[config.mk]
export PLATFORM = sky130hd
export DESIGN_NAME = ena_trigger_mc
export DESIGN_NICKNAME = d
export VERILOG_FILES = /design/src/rtl/ena_trigger_mc.sv
export SDC_FILE = /design/constraint.sdc
export NUM_CORES = 1
export LEC_CHECK = 0
export ABC_AREA = 1
export CAP_MARGIN = 20
export CORE_ASPECT_RATIO = 0.6
export CORE_MARGIN = 8
export CORE_UTILIZATION = 50
export CTS_CLUSTER_SIZE = 12
export DETAILED_ROUTE_END_ITERATION = 10
export PLACE_DENSITY = 0.72
export SLEW_MARGIN = 30
export SYNTH_ARGS = -nofsm -noshare
export SYNTH_HDL_FRONTEND = slang
export SYNTH_SLANG_ARGS = --single-unit
[constraint.sdc]
create_clock -name clk -period 6.5 [get_ports clk]
set_clock_uncertainty 0.1 [all_clocks]
set_input_delay 1.3 -clock clk [delete_from_list [all_inputs] [get_ports clk]]
set_output_delay 1.3 -clock clk [all_outputs]
set_load 0.02 [all_outputs]
[src/rtl/ena_trigger_mc.sv]
// ena_trigger_mc: multi-channel enable-run trigger generator with an event counter.
//   clk      : single clock, all state updates on the rising edge
//   rst      : synchronous active-high reset
//   ena      : per-channel enable, sampled each edge
//   thresh   : shared run length that fires a trigger (0 disables triggering)
//   mode     : 00 one-shot, 01 periodic, 10 level, 11 one-shot
//   evt_clr  : synchronous clear of evt_cnt (wins over events at the same edge)
//   trig     : per-channel registered trigger
//   trig_any : registered OR of trig, aligned with trig
//   evt_cnt  : saturating count of trigger events
module ena_trigger_mc #(
   parameter int unsigned NUM_CH = 4,
   parameter int unsigned CNT_W  = 4,
   parameter int unsigned EVT_W  = 8
) (
   input  logic              clk,
   input  logic              rst,
   input  logic [NUM_CH-1:0] ena,
   input  logic [CNT_W-1:0]  thresh,
   input  logic [1:0]        mode,
   input  logic              evt_clr,
   output logic [NUM_CH-1:0] trig,
   output logic              trig_any,
   output logic [EVT_W-1:0]  evt_cnt
);

   // Sum width leaves room for a popcount of up to 16 channels on top of the counter.
   localparam int unsigned SUM_W = EVT_W + 5;
   localparam logic [CNT_W-1:0] CNT_MAX = '1;
   localparam logic [EVT_W-1:0] EVT_MAX = '1;

   typedef enum logic [1:0] {
      MODE_ONESHOT  = 2'b00,
      MODE_PERIODIC = 2'b01,
      MODE_LEVEL    = 2'b10,
      MODE_RSVD     = 2'b11
   } mode_e;

   logic [NUM_CH-1:0][CNT_W-1:0] run_cnt_q, run_cnt_d;
   logic [NUM_CH-1:0][CNT_W-1:0] nxt;
   logic [NUM_CH-1:0]            fired_q, fired_d;
   logic [NUM_CH-1:0]            trig_q, trig_d;
   logic [NUM_CH-1:0]            hit;
   logic [NUM_CH-1:0]            pulse;
   logic                         trig_any_q, trig_any_d;
   logic [EVT_W-1:0]             evt_cnt_q, evt_cnt_d;
   logic [SUM_W-1:0]             evt_num;
   logic [SUM_W-1:0]             evt_sum;
   logic                         thresh_nz;
   logic                         is_oneshot;

   // Per-channel run counting, trigger decision and event detection.
   always_comb begin
      run_cnt_d  = run_cnt_q;
      fired_d    = fired_q;
      trig_d     = '0;
      nxt        = '0;
      hit        = '0;
      pulse      = '0;
      evt_num    = '0;
      thresh_nz  = (thresh != '0);
      is_oneshot = (mode_e'(mode) == MODE_ONESHOT) || (mode_e'(mode) == MODE_RSVD);

      for (int unsigned i = 0; i < NUM_CH; i++) begin
         if (ena[i]) begin
            nxt[i] = (run_cnt_q[i] == CNT_MAX) ? CNT_MAX : run_cnt_q[i] + CNT_W'(1);
         end
         hit[i]       = ena[i] && thresh_nz && (nxt[i] == thresh);
         run_cnt_d[i] = nxt[i];

         case (mode_e'(mode))
            MODE_PERIODIC: begin
               // Reload to 0 so the next pulse lands thresh edges later.
               trig_d[i] = hit[i];
               pulse[i]  = hit[i];
               if (hit[i]) begin
                  run_cnt_d[i] = '0;
               end
            end
            MODE_LEVEL: begin
               trig_d[i] = ena[i] && thresh_nz && (nxt[i] >= thresh);
            end
            default: begin
               // The fired flag blocks a repeat when the counter saturates at thresh.
               trig_d[i] = hit[i] && !fired_q[i];
            end
         endcase

         fired_d[i] = ena[i] && (fired_q[i] || (trig_d[i] && is_oneshot));

         // A periodic pulse always counts; otherwise only a rising trig counts.
         if (pulse[i] || (trig_d[i] && !trig_q[i])) begin
            evt_num = evt_num + SUM_W'(1);
         end
      end

      trig_any_d = |trig_d;

      evt_sum = SUM_W'(evt_cnt_q) + evt_num;
      if (evt_clr) begin
         evt_cnt_d = '0;
      end else if (evt_sum > SUM_W'(EVT_MAX)) begin
         evt_cnt_d = EVT_MAX;
      end else begin
         evt_cnt_d = EVT_W'(evt_sum);
      end
   end

   // State registers.
   always_ff @(posedge clk) begin
      if (rst) begin
         run_cnt_q  <= '0;
         fired_q    <= '0;
         trig_q     <= '0;
         trig_any_q <= 1'b0;
         evt_cnt_q  <= '0;
      end else begin
         run_cnt_q  <= run_cnt_d;
         fired_q    <= fired_d;
         trig_q     <= trig_d;
         trig_any_q <= trig_any_d;
         evt_cnt_q  <= evt_cnt_d;
      end
   end

   assign trig     = trig_q;
   assign trig_any = trig_any_q;
   assign evt_cnt  = evt_cnt_q;

endmodule

# After elaboration in Yosys (flattened, before gate mapping)
# Cells that the tools add are included.
dict set report op_classes {
  addsub 8
  order_cmp 5
  n_eq_ne 11
  muxes 29
  n_reduce_logical 49
}
# op n
set op_table {}
lappend op_table {{4-bit two-way mux} 16}
lappend op_table {{13-bit by 1-bit adder with 13-bit output (second input constant)} 3}
lappend op_table {{13-bit two-way mux} 3}
lappend op_table {{1-bit logical AND} 28}
lappend op_table {{4-bit by 1-bit adder with 4-bit output (second input constant)} 4}
lappend op_table {{4-bit equality test} 4}
lappend op_table {{4-bit equality test (second input constant)} 4}
lappend op_table {{4-bit >= comparator} 4}
lappend op_table {{8-bit by 13-bit adder with 13-bit output} 1}
lappend op_table {{13-bit by 8-bit > comparator with 1-bit output (second input constant)} 1}
lappend op_table {{1-bit logical OR} 9}
lappend op_table {{1-bit zero test} 8}
lappend op_table {{8-bit two-way mux} 1}
lappend op_table {{1-bit one-hot mux with 2 select lines} 4}
lappend op_table {{1-bit two-way mux} 5}
lappend op_table {{2-bit equality test (second input constant)} 2}
lappend op_table {{4-bit nonzero test} 1}
lappend op_table {{4-bit OR reduction} 1}
lappend op_table {{2-bit by 1-bit equality test with 1-bit output (second input constant)} 1}
lappend op_table {{2-bit zero test} 1}
lappend op_table {{2-bit OR reduction} 1}
dict set report word_totals {
  regBits 33
  in_bits 13
  out_inout_bits 13
  word_cells 110
}

# Logic depth before layout (Yosys ltp)
dict set report depth {
  word_depth 19
  mapped_depth 33
  ltp_nobuf 33
}

# Worst setup path before layout
# OpenSTA, ideal clock, no wires.
dict set report synth_timing {
  kind {input -> register}
  from {input port ena[0]}
  to {register evt_cnt_q[5] (netlist: evt_cnt[5])}
  setup_time_ns 0.070
  arrival_ns 4.628
  t_required_ns 6.330
  path_slack_ns 1.702
  cell_stages 27
  n_path_buf 0
  cell_sequence {o21ai_0 a21oi_1 ha_1 nand4_1 nor2_1 nand2_1 nand2_1 nand2_1 nand2_1 inv_2 o21ai_1 inv_1 ha_1 inv_1 nand3_1 nand2_1 inv_1 ha_1 or2_0 nand2_1 fa_1 o21ai_1 nand2_1 nor2_1 and2_1 nand2_1 a21oi_1}
}
dict set report synth_via {
  elab_chain_cells 17
  elab_cells_between_ends 21
  classes_between {add/sub (4); order compare (2); eq/ne (1); mux (8); reduce/logical (6)}
}
# element line_no
set synth_lines {}
lappend synth_lines {{start: declaration} 18} ;# input logic [NUM_CH-1:0] ena,
lappend synth_lines {{branches (longest 6 deep; another with 4-bit >= comparator)} n/a}
lappend synth_lines {{1-bit logical OR *} 92} ;# if (pulse[i] || (trig_d[i] && !trig_q[i])) begin
lappend synth_lines {{1-bit two-way mux *} 92}
lappend synth_lines {{13-bit by 1-bit adder with 13-bit output} 93} ;# evt_num = evt_num + SUM_W'(1);
lappend synth_lines {{13-bit two-way mux *} 92}
lappend synth_lines {{13-bit by 1-bit adder with 13-bit output} 93}
lappend synth_lines {{13-bit two-way mux *} 92}
lappend synth_lines {{13-bit by 1-bit adder with 13-bit output} 93}
lappend synth_lines {{13-bit two-way mux *} 92}
lappend synth_lines {{8-bit by 13-bit adder with 13-bit output *} 99} ;# evt_sum = SUM_W'(evt_cnt_q) + evt_num;
lappend synth_lines {{13-bit by 8-bit > comparator with 1-bit output} 102} ;# end else if (evt_sum > SUM_W'(EVT_MAX)) begin
lappend synth_lines {{8-bit two-way mux *} 102}
lappend synth_lines {{end signal: assignment} 122} ;# evt_cnt_q <= evt_cnt_d;
lappend synth_lines {{end: declaration} 46} ;# logic [EVT_W-1:0] evt_cnt_q, evt_cnt_d;
# Every way passes the cells marked *.
# A chain may end at the register's enable or synchronous reset.

# Worst setup path in the final report
dict set report layout_timing {
  from {input port ena[0]}
  to {register evt_cnt_q[1] (netlist: evt_cnt[1])}
}
# The elaborated chain is that of the path after synthesis.

==> flow_summary.json <==
{
  "cts-resized-gates": 0,
  "cp_slowest_cell": "clkdlybuf4s50_1",
  "reg2reg_to": "evt_cnt[1]$_SDFF_PP0_",
  "drc_errors": 0,
  "cpLargestDelayFamily": "simple AND/OR/NAND/NOR gates",
  "post-route-period-util": 0.866,
  "fin_tns_setup_ps": 0,
  "numPortBuffers": 25,
  "grt_pass1_wl_um": 8250,
  "netlist_area_sq_um": 2260,
  "ys_warn_count": 0,
  "area_delta_synth_final_pct": 18.1,
  "worst_ir_drop_vdd_v": 0.000154,
  "die-area_sq_um": 6990,
  "synth_area_per_cell_sq_um": 6.84,
  "drtPass1Iterations": 4,
  "hold_path_depth": 2,
  "grt_start_max_net_pins": 11,
  "hp-class": "reg -> reg",
  "clockRootBuffer": "clkbuf_8",
  "power.leakage_nw": 1.31,
  "start_util": 0.505,
  "ys_seq_area_frac": 0.293,
  "r2r_setup_slack_ps": 1630,
  "die_h_um": 68.1,
  "design_area_sq_um": 2670,
  "path_max_fanout": 7,
  "reg2regPathDepth": 30,
  "fin_ws_ps": 872,
  "diodes": 0,
  "final_antenna_net_count": 0,
  "post-cts-setup-buffer-count": 0,
  "synth_ff_type": "dfxtp_1",
  "synth_cells": 330,
  "syn_nets": 373,
  "critPathMaxStageDelay_ps": 580,
  "critPathArrivalTime_ps": 5730,
  "wl_per_cell_um": 11.4,
  "crit_buf_inv": 5,
  "drv_slew": 0,
  "synth_seq_cells": 33,
  "dpl-instance-area_sq_um": 2580,
  "grt_pass1_vias": 1882,
  "final_cell_mix": "68 x nand2_1, 55 x inv_1, 37 x nor2_1",
  "row_count": 19,
  "setup-violations-final": 0,
  "drive_above_1_share": 0.0884,
  "first_iter_violations": 91,
  "crit_top_cell": "nand2_1",
  "outcome": "finished clean",
  "dieWidth_um": 103,
  "min_from": "fired_q[0]$_SDFF_PP0_",
  "routed_wl_um": 4860,
  "cts_buffers": 5,
  "startpoint_type": "primary input",
  "hold_viol": 0,
  "grtUsageTotal": 0.149,
  "grt-ovfl-total": 0,
  "synth-edff-count": 0,
  "rsz0062_at_grt": "no",
  "crit_path_end_kind": "flop",
  "dp.cells": 417,
  "viasPerCell": 4.88,
  "critPathKind": "in -> reg",
  "via_count": 2072,
  "maxCapViolCount": 0,
  "synthArstFlopShare": 0,
  "h-tree-depth": 2,
  "clock_sinks": 33,
  "fmax_mhz": 178,
  "fin_crit_ps": 5630,
  "layout.cells.non_filler": 425,
  "worstHoldEndpoint": "fired_q[0]$_SDFF_PP0_",
  "place.gp.congestion": 0.819,
  "rr_startpoint": "run_cnt_q[0]$_SDFF_PP0_",
  "worstPathRequired_ps": 6600,
  "coreArea_sq_um": 4470,
  "final_common_cell": "nand2_1",
  "post-place-ws_ps": 637,
  "cts_hold_buf": 0,
  "cts_tree": "yes",
  "boundaryPins": 26,
  "clk_latency_ps": 280,
  "synthDistinctLibCells": 28,
  "post-dp-hpwl_um": 3930,
  "clockBufferDepth": 2,
  "power.density_nw_per_um2": 161,
  "antenna_found_initial": 0,
  "path_clk_slew_ps": 70,
  "finalNetCount": 404
}
-- worst reg2reg max path: cells and delay by family, from the launching register on --
kind,cells,cell delay (ps)
buffers and inverters,5,280
AO/OA/AOI/OAI,3,610
flip-flops,1,330
AND/OR/NAND/NOR,17,1910
adder cells (fa/ha/maj),5,1570
-- report_power, final --
group	internal, mW	switching, mW	total [mW]	leakage, nW
clock network	0.0742	0.0767	0.151	0.0450
registers	0.206	0.00296	0.209	0.267
logic	0.0275	0.0409	0.0684	0.999
-- synthesized netlist by cell type (all sizes together) (2+ instances only) --
cell | number | share of area
a21oi | 24 | 0.053
a31oi | 2 | 0.0055
dfxtp | 33 | 0.29
ha | 29 | 0.16
inv | 60 | 0.10
nand2 | 84 | 0.16
nand3 | 18 | 0.040
nand4 | 4 | 0.011
nor2 | 41 | 0.079
nor3 | 5 | 0.011
o211ai | 2 | 0.0066
o21ai | 15 | 0.033
xor2 | 4 | 0.016
-- flip-flops by register name, indices dropped and copies added, names as in the netlist --
| signal | cells |
|---|---|
| trig_any | 1 |
| run_cnt_q | 16 |
| trig | 4 |
| fired_q | 4 |
| evt_cnt | 8 |
-- final cells by class --
type,instances,area (sq um)
clock buffer,6,72.6
clock inverter,2,10.0
fill,416,1800
inverter,61,229
multi-input combinational,235,1370
sequential,33,661
tap,63,78.8
timing repair buffer,25,250
-- kinds of logic after synthesis --
kind of cell / after synthesis / synth area share
adder cells (fa/ha/maj): 30 / 0.170
AND/OR/NAND/NOR: 155 / 0.312
XOR/XNOR: 5 / 0.0194
buffers and inverters: 62 / 0.103
AO/OA/AOI/OAI: 44 / 0.102
other: 1 / 0.00166
flip-flops: 33 / 0.293
-- through the flow --
step	hold slack, ps	total power, mW	utilization
finish	361	0.429	0.597
global route	405	0.454	0.597
CTS	359	0.435	0.597
detailed placement	349	0.282	0.578
global placement	342	0.281	0.578
floorplan	332	0.258	-
-- routing by layer --
metal,track usage,wire (um),vias to the layer above
li1,-,-,1107
met1,0.202,2510,919
met2,0.234,2070,41
met3,0.0386,255,5
met4,0.0322,31,0
met5,0,0,-
-- worst max path at each step --
| stage | from | endpoint | slack (ps) | cells past startpoint |
|---|---|---|---|---|
| floorplan | ena[0] | evt_cnt[5]$_SDFF_PP0_ | 1700 | 27 |
| detailed placement | ena[0] | evt_cnt[1]$_SDFF_PP0_ | 640 | 28 |
| global route | ena[1] | evt_cnt[1]$_SDFF_PP0_ | 450 | 26 |
| finish | ena[0] | evt_cnt[1]$_SDFF_PP0_ | 870 | 28 |
| CTS | ena[0] | evt_cnt[1]$_SDFF_PP0_ | 930 | 28 |
| global placement | ena[0] | evt_cnt[1]$_SDFF_PP0_ | 740 | 28 |
(Power assumes the default switching activity.)
